## config.mk

```make
export PLATFORM = sky130hd
export DESIGN_NAME = picoram_bus_arbiter
export DESIGN_NICKNAME = d
export VERILOG_FILES = /design/src/rtl/picoram_bus_arbiter.sv
export SDC_FILE = /design/constraint.sdc
export NUM_CORES = 1
export LEC_CHECK = 0
export ABC_AREA = 1
export BUFFER_PORTS_ARGS = -buffer_cell sky130_fd_sc_hd__buf_2
export CAP_MARGIN = 20
export CORE_AREA = 5 5 124 126
export DETAILED_ROUTE_END_ITERATION = 10
export DIE_AREA = 0 0 129 131
export SLEW_MARGIN = 20
export SYNTH_ARGS = -nofsm -noshare
export SYNTH_HDL_FRONTEND = slang
export SYNTH_SLANG_ARGS = --single-unit
```

## constraint.sdc

```tcl
create_clock -name clk -period 2.1 [get_ports clk]
set_clock_uncertainty 0.15 [all_clocks]
set_input_delay 0.42 -clock clk [delete_from_list [all_inputs] [get_ports clk]]
set_output_delay 0.42 -clock clk [all_outputs]
set_load 0.01 [all_outputs]
```

## src/rtl/picoram_bus_arbiter.sv

```systemverilog
`default_nettype none
// ============================================================================
// Module      : picoram_bus_arbiter
// Description : Two-master valid/ready arbiter for a single-port on-chip SRAM
//               macro with byte write enables and a one-cycle synchronous
//               read. Master 0 is the PicoRV32 native bus and master 1 is a
//               secondary master (DMA / boot loader). Accesses that fall
//               outside the RAM range are suppressed and reported.
// Revision    : 1.0 - initial release
// ============================================================================
module picoram_bus_arbiter #(
    parameter int MEM_WORDS      = 65536,
    parameter int AW             = 22,
    parameter bit FIXED_PRIORITY = 1'b0
) (
    input  logic          clk,
    input  logic          reset_n,

    input  logic          m0_valid,
    input  logic [31:0]   m0_addr,
    input  logic [31:0]   m0_wdata,
    input  logic [3:0]    m0_wstrb,
    output logic          m0_ready,
    output logic [31:0]   m0_rdata,

    input  logic          m1_valid,
    input  logic [31:0]   m1_addr,
    input  logic [31:0]   m1_wdata,
    input  logic [3:0]    m1_wstrb,
    output logic          m1_ready,
    output logic [31:0]   m1_rdata,

    output logic [3:0]    ram_wen,
    output logic [AW-1:0] ram_addr,
    output logic [31:0]   ram_wdata,
    input  logic [31:0]   ram_rdata,

    output logic          err_pulse,
    output logic [31:0]   err_addr,
    output logic          err_master
);

    // First byte address past the end of the RAM; 33 bits so that a RAM
    // filling the whole 32-bit space still compares correctly.
    localparam logic [32:0] c_RAM_BYTES = 33'(MEM_WORDS) << 2;

    // One request is issued in IDLE; its response (and the RAM read data)
    // is returned in RESP.
    localparam logic [0:0] c_ST_IDLE = 1'b0;
    localparam logic [0:0] c_ST_RESP = 1'b1;

    logic [0:0]  r_state;
    logic        r_grant;
    logic        r_oor;
    logic        r_last_grant;
    logic        r_m0_ready;
    logic        r_m1_ready;
    logic        r_err_pulse;
    logic [31:0] r_err_addr;
    logic        r_err_master;

    logic        w_req_any;
    logic        w_tie_winner;
    logic        w_winner;
    logic        w_sel;
    logic [31:0] w_sel_addr;
    logic [31:0] w_sel_wdata;
    logic [3:0]  w_sel_wstrb;
    logic        w_sel_oor;

    assign w_req_any = m0_valid | m1_valid;

    // Tie-break when both masters request in the same IDLE cycle.
    generate
        if (FIXED_PRIORITY) begin : g_fixed_priority
            assign w_tie_winner = 1'b0;
        end else begin : g_round_robin
            // The master that did not win last time goes first.
            assign w_tie_winner = ~r_last_grant;
        end
    endgenerate

    // Pick the winner among the currently valid requests.
    always_comb begin
        w_winner = 1'b0;
        if (m0_valid && m1_valid) begin
            w_winner = w_tie_winner;
        end else if (m1_valid) begin
            w_winner = 1'b1;
        end
    end

    // In IDLE the RAM port follows the live winner; in RESP it stays on the
    // granted master so the port does not wander while the read completes.
    assign w_sel = (r_state == c_ST_IDLE) ? w_winner : r_grant;

    // Route the selected master's request fields to the RAM side.
    always_comb begin
        w_sel_addr  = m0_addr;
        w_sel_wdata = m0_wdata;
        w_sel_wstrb = m0_wstrb;
        if (w_sel) begin
            w_sel_addr  = m1_addr;
            w_sel_wdata = m1_wdata;
            w_sel_wstrb = m1_wstrb;
        end
    end

    assign w_sel_oor = ({1'b0, w_sel_addr} >= c_RAM_BYTES);

    assign ram_addr  = w_sel_addr[AW+1:2];
    assign ram_wdata = w_sel_wdata;

    // Write strobes only reach the macro for an in-range request being
    // issued in IDLE, and never while reset is held.
    assign ram_wen = (reset_n && (r_state == c_ST_IDLE) && w_req_any && !w_sel_oor)
                   ? w_sel_wstrb : 4'b0000;

    // Arbitration state machine with registered ready and error outputs.
    always_ff @(posedge clk or negedge reset_n) begin
        if (!reset_n) begin
            r_state      <= c_ST_IDLE;
            r_grant      <= 1'b0;
            r_oor        <= 1'b0;
            r_last_grant <= 1'b1;
            r_m0_ready   <= 1'b0;
            r_m1_ready   <= 1'b0;
            r_err_pulse  <= 1'b0;
            r_err_addr   <= 32'h0000_0000;
            r_err_master <= 1'b0;
        end else begin
            r_m0_ready  <= 1'b0;
            r_m1_ready  <= 1'b0;
            r_err_pulse <= 1'b0;
            case (r_state)
                c_ST_IDLE: begin
                    if (w_req_any) begin
                        r_state      <= c_ST_RESP;
                        r_grant      <= w_winner;
                        r_oor        <= w_sel_oor;
                        r_last_grant <= w_winner;
                        r_m0_ready   <= ~w_winner;
                        r_m1_ready   <= w_winner;
                        // The error report becomes visible together with
                        // the ready pulse of the offending access.
                        if (w_sel_oor) begin
                            r_err_pulse  <= 1'b1;
                            r_err_addr   <= w_sel_addr;
                            r_err_master <= w_winner;
                        end
                    end
                end
                c_ST_RESP: begin
                    r_state <= c_ST_IDLE;
                end
                default: begin
                    r_state <= c_ST_IDLE;
                end
            endcase
        end
    end

    // Read data is only presented during the granted master's ready pulse;
    // an out-of-range read returns zero instead of whatever the macro drove.
    assign m0_rdata = (r_m0_ready && !r_oor) ? ram_rdata : 32'h0000_0000;
    assign m1_rdata = (r_m1_ready && !r_oor) ? ram_rdata : 32'h0000_0000;

    assign m0_ready   = r_m0_ready;
    assign m1_ready   = r_m1_ready;
    assign err_pulse  = r_err_pulse;
    assign err_addr   = r_err_addr;
    assign err_master = r_err_master;

endmodule
`default_nettype wire
```

Yosys cells after proc, flatten, opt, wreduce, memory -nomap -nowiden
Cells that the tools add are included. Widths: inputs -> output; s select.

$lt $le $gt $ge: 1. Muxes and demuxes: 18. Bitwise operators: 4. Reductions and logical operators: 10.

Operator list (count): $mux 32 (4); $ge 32x19->1 const B (1); $mux 1 (11); $mux 4 (2); $logic_and 1x1->1 (6); $not 1->1 (3); $reduce_and 3->1 (1); $logic_not 1->1 (2); $pmux 1 s2 (1); $reduce_and 2->1 (1); $or 1x1->1 (1).

Register bits: 40. Bits of input ports: 172. Output and inout bits: 158. Word-level logic and storage cells: 42.

Logic depth before layout (Yosys ltp)
Word-level depth: 8. Depth in mapped cells: 14. Depth with buffers taken out: 12.

Worst setup path after synthesis
OpenSTA, ideal clock, no wires.

Path type: input port to output port. Start point: input port m0_valid. End point: output port ram_wdata[10]. Arrival: 1.721 ns. Slack: -0.191 ns. Stages: 7. Path buffers: 3. Path through: nand2_1 -> nand3_4 -> nand2_4 -> buf_2 -> buf_2 -> buf_4 -> mux2_2.

Longest elaborated chain between the ends: 4.

RTL lines: start, declared (line 19) `input logic m0_valid,`; $logic_and 1x1->1 (line 86) `if (m0_valid && m1_valid) begin`; $mux 1 (line 86); $mux 1 (line 95) `assign w_sel = (r_state == c_ST_IDLE) ? w_winner : r_grant;`; $mux 32 (line 102) `if (w_sel) begin`; end, declared (line 35) `output logic [31:0] ram_wdata,`.

No other way between the ends.

Final worst setup path
Start point: register r_last_grant. End point: output port ram_wen[2].

Longest elaborated chain between the ends: 8.

RTL lines: start, declared (line 55) `logic r_last_grant;`; start signal, assigned (line 141) `r_last_grant <= w_winner;`; $not 1->1 * (line 79) `assign w_tie_winner = ~r_last_grant;`; $mux 1 * (line 86); $mux 1 * (line 95); $mux 32 (line 102); $ge 32x19->1 (line 109) `assign w_sel_oor = ({1'b0, w_sel_addr} >= c_RAM_BYTES);`; $logic_not 1->1 (line 116) `assign ram_wen = (reset_n && (r_state == c_ST_IDLE) && w_req_any && !w_sel_oor)`; $logic_and 1x1->1 (line 116); $mux 4 * (line 117) `? w_sel_wstrb : 4'b0000;`; end, declared (line 33) `output logic [3:0] ram_wen,`.

Every way passes the cells marked *; elsewhere a longest branch is shown, timed or not.

==> impl_metrics.csv <==
group,metric,value,unit
outcome,outcome,"finished, violations left",
outcome,violations,"setup timing",
routing,viasPerCell,4.16,
power_and_ir_drop,seqPwrFrac,0.265,
power_and_ir_drop,p_int,2480,µW
die,die_h,131,µm
clock_network,htree_levels,2,
synth,netlist.area_leader.share,0.316,
power_and_ir_drop,ir_worst_vdd,394,µV
power_and_ir_drop,switching_share,0.363,
power_and_ir_drop,combinationalPowerShare,0.488,
global_routing,grt_first_pass_wirelength,20000,µm
global_routing,grt_usage,0.156,
timing,fin_crit,2.76,ns
timing,setup_ws,-0.664,ns
final_layout,utilization,0.390,
final_layout,area_growth,79.2,%
clock_network,cts_tree,"built",
critical_path,worst-path-max-fanout,8,
power_and_ir_drop,power_switching,1410,µW
clock_network,cts_hold_buf,0,
synth,synth_area,3090,µm²
routing,drtIter0Drc,146,
clock_network,numCtsBuffers,5,
placement,place_hpwl,11700,µm
timing,rsz0062_at_grt,"yes",
critical_path,end_kind,"primary output",
synth,synth-seq-area-share,0.324,
routing,top_layer,"met5",
routing,drt-met1-wl,5540,µm
synth,yosysWarnings,0,
routing,wl,14900,µm
synth,ys_top_cells_by_area,"dfrtp_1 (32%), mux2_2 (20%), nand2_1 (13%)",
synth,synth_largest_area_cell,"dfrtp_1",
routing,wl_met3,1460,µm
final_layout,layout-drive-gt1-share,0.630,
clock_network,clkLatencyLatePin,0.29,ns
synth,synth_seq_cells,40,
routing,drc_errors,0,
synth,synth_edf_count,0,
power_and_ir_drop,clockPowerShare,0.247,
timing,finalSetupViolCount,92,
timing,finalHoldViolCount,0,
synth,syn_nets,594,
clock_network,cts.sink_count,40,
die,start_util,0.218,
clock_network,cts_root_buf,"clkbuf_16",
timing,worst_pin_slew,0.613,ns
die,dieWidth,129,µm
die,num_rows,44,
final_layout,nFillCells,1472,
timing,fmax,0.362,GHz
clock_network,max-clock-path-buffers,2,
global_routing,antenna_found_initial,1,
routing,wl_per_cell,15.8,µm
synth,synth_cell_type_count,21,
critical_path,crit_required,1.53,ns
run,maxCapViolations,0,
timing,drv_slew,0,
placement,post-place-ws,-0.430,ns
global_routing,gr-total-overflow,0,
routing,routed-via-count,3931,
global_routing,grt_max_degree,41,
timing,finalCritPeriodShare,1.32,
routing,ant_nets,0,
global_routing,grt_pass1_vias,3701,
routing,wl_met2,7730,µm
synth,async_flop_share,1.00,
timing,whs,0.123,ns
synth,ys.flop_type,"dfrtp_1",
placement,routabilityCongestion,0.753,
placement,port-buffer-count,329,
synth,syn_inst,422,
die,dieArea,16900,µm²
critical_path,path_class,"reg -> out",
final_layout,nets,933,
die,io_pins,330,
synth,synth.avg_cell_area,7.32,µm²
die,core,14200,µm²
hold_path,hold_path.class,"in -> async",
critical_path,start_kind,"register",
power_and_ir_drop,p_leak,0.00336,µW
power_and_ir_drop,powerDensity,703,nW/µm²
routing,dr.pass1.iters,4,
timing,relSlewSlack,0.591,
final_layout,antenna_cells,0,
clock_network,clkSlewWorstSetupHoldPaths,0.07,ns
critical_path,arrival,2.19,ns
==> stage by stage <==
stage / TNS [ns] / instance area [µm²] / power [µW] / cells
2_1_floorplan: -0.556 / 3120 / 2050 / 422
3_3_place_gp: -12.92 / 5010 / 2770 / 924
3_5_place_dp: -15.87 / 5010 / 2780 / 924
4_1_cts: -23.73 / 5340 / 3850 / 942
5_1_grt: -31.09 / 5540 / 4160 / 946
6_report: -23.11 / 5540 / 3890 / 946
==> synth_stat cells, types with 2 or more instances <==
master and count:
nand2_1 105, nor2_1 75, mux2_2 54, inv_1 45, nand3_1 45, dfrtp_1 39
buf_4 24, buf_2 9, clkbuf_1 8, buf_6 4, nand2_4 2, nor2_2 2
o21ai_1 2
==> sequential cells by signal, summed over array words and instances, names as in the netlist <==
register	count
m0_ready	1
err_addr	32
err_pulse	1
err_master	1
r_grant	1
r_state	1
m1_ready	1
r_last_grant	1
r_oor	1
==> area by class of cell <==
cell class,count,area (µm²),area share
Sequential cell,40,1000,0.181
Multi-Input combinational cell,295,1820,0.328
Timing Repair Buffer,373,2140,0.386
Inverter,46,173,0.0312
Clock inverter,1,30.0,0.00542
Tap cell,184,230,0.0416
Clock buffer,7,153,0.0276
==> cells in the final DEF (no fill, tap or decap), types with 2 or more instances in the layout <==
master,synthesis,layout
nand2_1,105,80
nand3_1,45,45
nand2_2,0,25
inv_1,45,43
nand2_8,1,8
inv_2,1,3
nor2_2,2,4
buf_6,4,9
dfrtp_1,39,39
buf_4,24,31
clkbuf_8,0,2
buf_12,0,7
nor2_1,75,72
mux2_2,54,54
buf_2,9,324
clkbuf_16,0,6
==> layer usage <==
| layer | global-route usage | up-vias |
|---|---|---|
| met5 | 0 | - |
| met4 | 0.0340 | 2 |
| met1 | 0.179 | 1751 |
| met3 | 0.0545 | 12 |
| met2 | 0.281 | 192 |
| li1 | - | 1974 |
==> repair_timing <==
action	CTS	global route
pin swaps	10	21
setup endpoints to repair	93	104
resized for setup	11	42
setup buffers	8	4
gates cloned	3	3
==> cells by family (layout without fill, tap and decap cells) <==
group / count (synthesis) / after routing / synth area share
simple gates: 232 / 237 / 0.317
flops: 40 / 40 / 0.324
buf+inv: 92 / 427 / 0.154
compound gates: 4 / 4 / 0.00769
mux: 54 / 54 / 0.197
==> critical path, cell delays in order (launching register included) <==
cell and delay, ns:
dfstp_2 0.53, nand2_2 0.07, nand3_4 0.17, nand2_8 0.12, buf_6 0.14, o21ai_4 0.13, nand2_2 0.06, nor2_2 0.12
nand4_1 0.24, nor2_1 0.17, buf_2 0.15
==> final timing paths <==
check                              from  cells after the start      endpoint  slack (ns)
setup / recovery           r_last_grant                     10    ram_wen[2]       -0.66
hold / removal                  reset_n                      2   err_addr[2]        0.12
setup reg to reg           r_last_grant                     12   err_addr[6]       -0.11
hold reg to reg            err_addr[29]                      2  err_addr[29]        0.32
max in group asynchronous       reset_n                      2      m0_ready        1.29
min in group clk           err_addr[29]                      2  err_addr[29]        0.32
==> power by group through the flow <==
stage          sequential (µW)  combinational, µW  clock [µW]
6_report                  1030               1900         961
5_1_grt                   1060               2080        1020
4_1_cts                   1030               1830         986
3_5_place_dp              1040               1740           0
3_3_place_gp              1040               1730           0
2_1_floorplan             1120                930           0
Power figures use the tool's default switching activity.
